File: config.mk
export PLATFORM = sky130hd
export DESIGN_NAME = unary_stream_encoder
export DESIGN_NICKNAME = d
export VERILOG_FILES = /design/src/rtl/unary_pkg.sv /design/src/rtl/unary_stream_encoder.sv
export SDC_FILE = /design/constraint.sdc
export NUM_CORES = 1
export LEC_CHECK = 0
export BUFFER_PORTS_ARGS = -buffer_cell sky130_fd_sc_hd__buf_2
export CAP_MARGIN = 30
export CORE_MARGIN = 8
export CORE_UTILIZATION = 44
export CTS_BUF_LIST = sky130_fd_sc_hd__clkbuf_4
export DETAILED_ROUTE_END_ITERATION = 6
export GPL_ROUTABILITY_DRIVEN = 0
export PLACE_DENSITY_LB_ADDON = 0.05
export SYNTH_ARGS = -nofsm -noshare
export SYNTH_HDL_FRONTEND = slang
export SYNTH_SLANG_ARGS = --single-unit
File: constraint.sdc
create_clock -name clk -period 3.92 [get_ports clk]
set_input_delay 0.784 -clock clk [delete_from_list [all_inputs] [get_ports clk]]
set_output_delay 0.784 -clock clk [all_outputs]
set_load 0.1 [all_outputs]
File: src/rtl/unary_pkg.sv
// Shared types and constants for the unary stream encoder.
package unary_pkg;

    typedef enum logic {
        IDLE   = 1'b0,
        STREAM = 1'b1
    } enc_state_t;

    localparam int ORDER_THERMO = 0;
    localparam int ORDER_SPREAD = 1;

endpackage

File: src/rtl/unary_stream_encoder.sv
// Serialises one binary operand into an N-bit unary bitstream, one bit per clock.
// Latency: first bit registered one edge after the handshake, N bits per stream, one bubble between streams.
// Backpressure: in_ready only in IDLE; hold freezes the stream (bit_valid low, counters and bit_out frozen).
module unary_stream_encoder
    import unary_pkg::*;
#(
    parameter int INPUT_WIDTH = 32,
    parameter int COUNT_WIDTH = $clog2(INPUT_WIDTH + 1),
    parameter int ORDER       = ORDER_SPREAD
) (
    input  logic                   clk,
    input  logic                   reset,
    input  logic                   in_valid,
    output logic                   in_ready,
    input  logic [COUNT_WIDTH-1:0] in_value,
    input  logic                   hold,
    output logic                   bit_out,
    output logic                   bit_valid,
    output logic                   last
);

    localparam logic [COUNT_WIDTH-1:0] N_CNT    = COUNT_WIDTH'(INPUT_WIDTH);
    localparam logic [COUNT_WIDTH-1:0] LAST_CNT = COUNT_WIDTH'(INPUT_WIDTH - 1);
    localparam logic [COUNT_WIDTH:0]   N_ACC    = (COUNT_WIDTH + 1)'(INPUT_WIDTH);
    localparam logic [COUNT_WIDTH-1:0] CNT_ONE  = COUNT_WIDTH'(1);

    enc_state_t             state, state_nxt;
    logic [COUNT_WIDTH-1:0] count, count_nxt;
    logic [COUNT_WIDTH-1:0] ones, ones_nxt;
    logic [COUNT_WIDTH-1:0] value, value_nxt;
    logic [COUNT_WIDTH:0]   acc, acc_nxt;
    logic                   bit_out_nxt;
    logic                   bit_valid_nxt;
    logic                   last_nxt;

    logic [COUNT_WIDTH-1:0] in_sat;
    logic [COUNT_WIDTH:0]   acc_sum;
    logic [COUNT_WIDTH:0]   acc_wrap;
    logic                   spread_bit;
    logic                   thermo_bit;
    logic                   stream_bit;

    // acc < N and value <= N, so the sum never exceeds 2N-1 and fits in COUNT_WIDTH+1 bits.
    always_comb begin
        in_sat     = (in_value > N_CNT) ? N_CNT : in_value;
        acc_sum    = acc + {1'b0, value};
        spread_bit = (acc_sum >= N_ACC);
        acc_wrap   = spread_bit ? (acc_sum - N_ACC) : acc_sum;
        thermo_bit = (count < value);
        stream_bit = (ORDER == ORDER_THERMO) ? thermo_bit : spread_bit;
    end

    assign in_ready = (state == IDLE);

    always_comb begin
        state_nxt     = state;
        count_nxt     = count;
        ones_nxt      = ones;
        value_nxt     = value;
        acc_nxt       = acc;
        bit_out_nxt   = bit_out;
        bit_valid_nxt = 1'b0;
        last_nxt      = 1'b0;

        case (state)
            IDLE: begin
                if (in_valid) begin
                    value_nxt = in_sat;
                    count_nxt = '0;
                    ones_nxt  = '0;
                    acc_nxt   = '0;
                    state_nxt = STREAM;
                end
            end
            STREAM: begin
                if (!hold) begin
                    bit_out_nxt   = stream_bit;
                    bit_valid_nxt = 1'b1;
                    count_nxt     = count + CNT_ONE;
                    acc_nxt       = acc_wrap;
                    if (stream_bit) begin
                        ones_nxt = ones + CNT_ONE;
                    end
                    if (count == LAST_CNT) begin
                        last_nxt  = 1'b1;
                        state_nxt = IDLE;
                    end
                end
            end
            default: begin
                state_nxt = IDLE;
            end
        endcase
    end

    always_ff @(posedge clk or negedge reset) begin
        if (!reset) begin
            state     <= IDLE;
            count     <= '0;
            ones      <= '0;
            value     <= '0;
            acc       <= '0;
            bit_out   <= 1'b0;
            bit_valid <= 1'b0;
            last      <= 1'b0;
        end else begin
            state     <= state_nxt;
            count     <= count_nxt;
            ones      <= ones_nxt;
            value     <= value_nxt;
            acc       <= acc_nxt;
            bit_out   <= bit_out_nxt;
            bit_valid <= bit_valid_nxt;
            last      <= last_nxt;
        end
    end

endmodule

==> out/qor.yml <==
synth:
  ys_ff_latch: 23
  netlist_area_mm2: 0.00129
  syn_area_per_cell_um2: 10.6
  async_flop_share_pct: 100
  synth_fp_nets: 141
  synthCells: 122
  synth_edf_count: 0
  synthFlopType: "dfrtp_1"
  yosys_warnings: 0
  synth.distinct_cells: 34
  ys_seq_area_share_pct: 44.7
layout:
  syn2layout_area_growth_pct: 9.51
  diodes: 0
  final.fill_count: 262
  layout-drive-gt1-share_pct: 19.9
  final-instance-count-excl-fill: 167
  regArea_um2: 576
  final_area_mm2: 0.00141
  multiInputGateArea_um2: 687
  final_nets: 156
timing:
  finalSetupTns_ps: 0
  finalMaxSlewViolations: 0
  clock.fmax_ghz: 0.348
  setup_viol: 0
  min_period_ps: 2870
  tightestPinTransition_ps: 916
  finalHoldViolations: 0
  period_share_pct: 73.2
  holdWs_ps: 435
  clock_skew_ps: 2.48
  rsz0062_at_grt: "false"
  slew_headroom_pct: 38.9
  setup_slack_ps: 1050
outcome:
  status: "finished clean"
clock_network:
  clock_sinks: 23
  clock_latency_ps: 300
  clk_pin_slew_ps: 120
  cts_max_level: 1
  holdBufCountCts: 0
  cts_resized: 0
  cts_made_buffers: 3
  postCtsSetupBuffers: 0
  cts_root_buf: "clkbuf_4"
  ctsLongestPathBuffers: 2
  cts_tree: "done"
worst_setup_path:
  required_ps: 4140
  cpMostUsedCell: "ha_1"
  critPathBufInv: 0
  cp_max_fo: 4
  crit_slowest_cell: "fa_1"
  endpoint_kind: "flop"
  crit_chain: "ha_1, fa_1, a211oi_2, nor4b_1, a2111oi_4, ha_1, nor3_1, a21oi_1, o221a_2, o31ai_2"
  path_class: "flop to flop"
  crit_arrival_ps: 3090
  critPathTopFamily: "compound AO/OA/AOI/OAI gates"
  startpoint_type: "flop"
  slowest_delay_ps: 440
power:
  switching_share_pct: 37.5
  ir_drop_v: 0.000433
  power_density_mw_per_mm2: 485
  clkPwrFrac_pct: 16.8
  p_int_w: 0.000428
  pwr-share-seq_pct: 44.1
  p_comb_share_pct: 39.1
  power_switching_w: 0.000257
  leakage_nw: 0.669
detailed_routing:
  drtAntennaViolNets: 0
  drt_iter0_drc: 71
  routed_wl_mm: 2.65
  wl_per_cell_um: 15.9
  via_count: 978
  via_per_inst: 5.86
  firstDrtPassIters: 4
  drc: 0
floorplanning:
  die_w_um: 70.1
  die-area_mm2: 0.00492
  die_y_um: 70.1
  std_cell_rows: 19
  core_mm2: 0.00278
  start_util_pct: 46.3
  io_pins: 14
global_routing:
  grt_pass1_vias: 971
  grt_overflow_total: 0
  grt_usage_pct: 10.8
  antenna_found_initial: 0
  grt_pass1_wl_mm: 4.51
  grt_max_degree: 24
place:
  place.port_buffers: 13
  pre_cts_ws_ps: 1120
  dp_cells: 163
  hpwl_mm: 1.93
  dpl_cell_area_mm2: 0.00138
worst_hold_path:
  hp-class: "input pin to asynchronous set/reset pin"
run:
  drv_cap: 0
==> layout by cell type (no fill, tap or decap), types with 2 or more instances in the layout <==
cell type	Yosys	final
ha_1	8	8
a211oi_2	2	2
a22o_1	6	6
a21oi_1	3	3
o31ai_1	3	3
clkbuf_4	0	4
nand2_1	12	12
buf_2	0	13
xor2_1	4	4
inv_1	4	4
dfrtp_1	23	23
nor4b_1	3	3
o21ai_0	13	13
a31oi_1	2	2
nor2_1	7	7
nand2b_1	7	7
nand3_1	2	2
nor4b_2	2	2
o22ai_1	2	2
==> cell usage after synthesis (2+ instances only) <==
cell type	n	area, um2
xor2_1	4	35.0
a31oi_1	2	12.5
a22o_1	6	52.6
o22ai_1	2	12.5
nor2_1	7	26.3
o31ai_1	3	22.5
inv_1	4	15.0
o21ai_0	13	65.1
nor4b_2	2	30.0
nand2_1	12	45.0
dfrtp_1	23	576
nand2b_1	7	43.8
ha_1	8	100
a211oi_2	2	25.0
a21oi_1	3	15.0
clkbuf_1	3	11.3
nand3_1	2	10.0
nor4b_1	3	26.3
==> final timing paths <==
| kind | slack [ps] | cells past startpoint | end | startpoint |
|---|---|---|---|---|
| setup / recovery | 1050 | 10 | acc[6] | value[0] |
| hold / removal | 440 | 1 | value[4] | reset |
| setup reg to reg | 1050 | 10 | acc[6] | value[0] |
| hold reg to reg | 520 | 2 | value[4] | value[4] |
| max in group asynchronous | 3130 | 1 | last | reset |
| min in group clk | 520 | 2 | value[4] | value[4] |
==> sequential cells by signal (all words and copies together) (netlist names) <==
signal	flops
last	1
bit_valid	1
acc	7
state	1
bit_out	1
value	6
count	6
==> cell families after synthesis <==
group	synth area share, %
and+or+nand+nor	18.2
muxes	0.874
xor gates and xnor gates	2.72
AOI/OAI and AO/OA	22.2
buffers and inverters	2.04
DFF	44.7
adders and majority gates	9.32
==> power by group through the flow <==
stage | combinational [W] | clock, W | sequential (W)
global placement | 0.000258 | 0 | 0.000305
CTS | 0.000266 | 0.000121 | 0.000301
floorplan | 0.000178 | 0 | 0.000339
detailed placement | 0.000266 | 0 | 0.000305
global route | 0.000292 | 0.000131 | 0.000305
finish | 0.000268 | 0.000115 | 0.000302
==> routing by layer <==
metal,global-route usage (%),share of wire [%]
met5,0,0
met4,2.68,0.34
met3,2.68,3.1
met2,17.5,46
met1,14.1,50
==> area by class of cell <==
class | count | share of cell area, %
flip-flops and latches | 23 | 40.8
inverters | 4 | 1.06
well taps | 31 | 2.75
multi-input cells | 92 | 48.7
repair buffers | 13 | 4.61
clock buffers | 4 | 2.13
==> metrics by stage <==
stage,power (W),util [%]
after CTS,0.000689,50.7
after floorplan,0.000518,-
after global placement,0.000563,49.7
final,0.000685,50.7
after detailed placement,0.000571,49.7
after global routing,0.000729,50.7
Note: power is estimated with default switching activity, not from simulation.
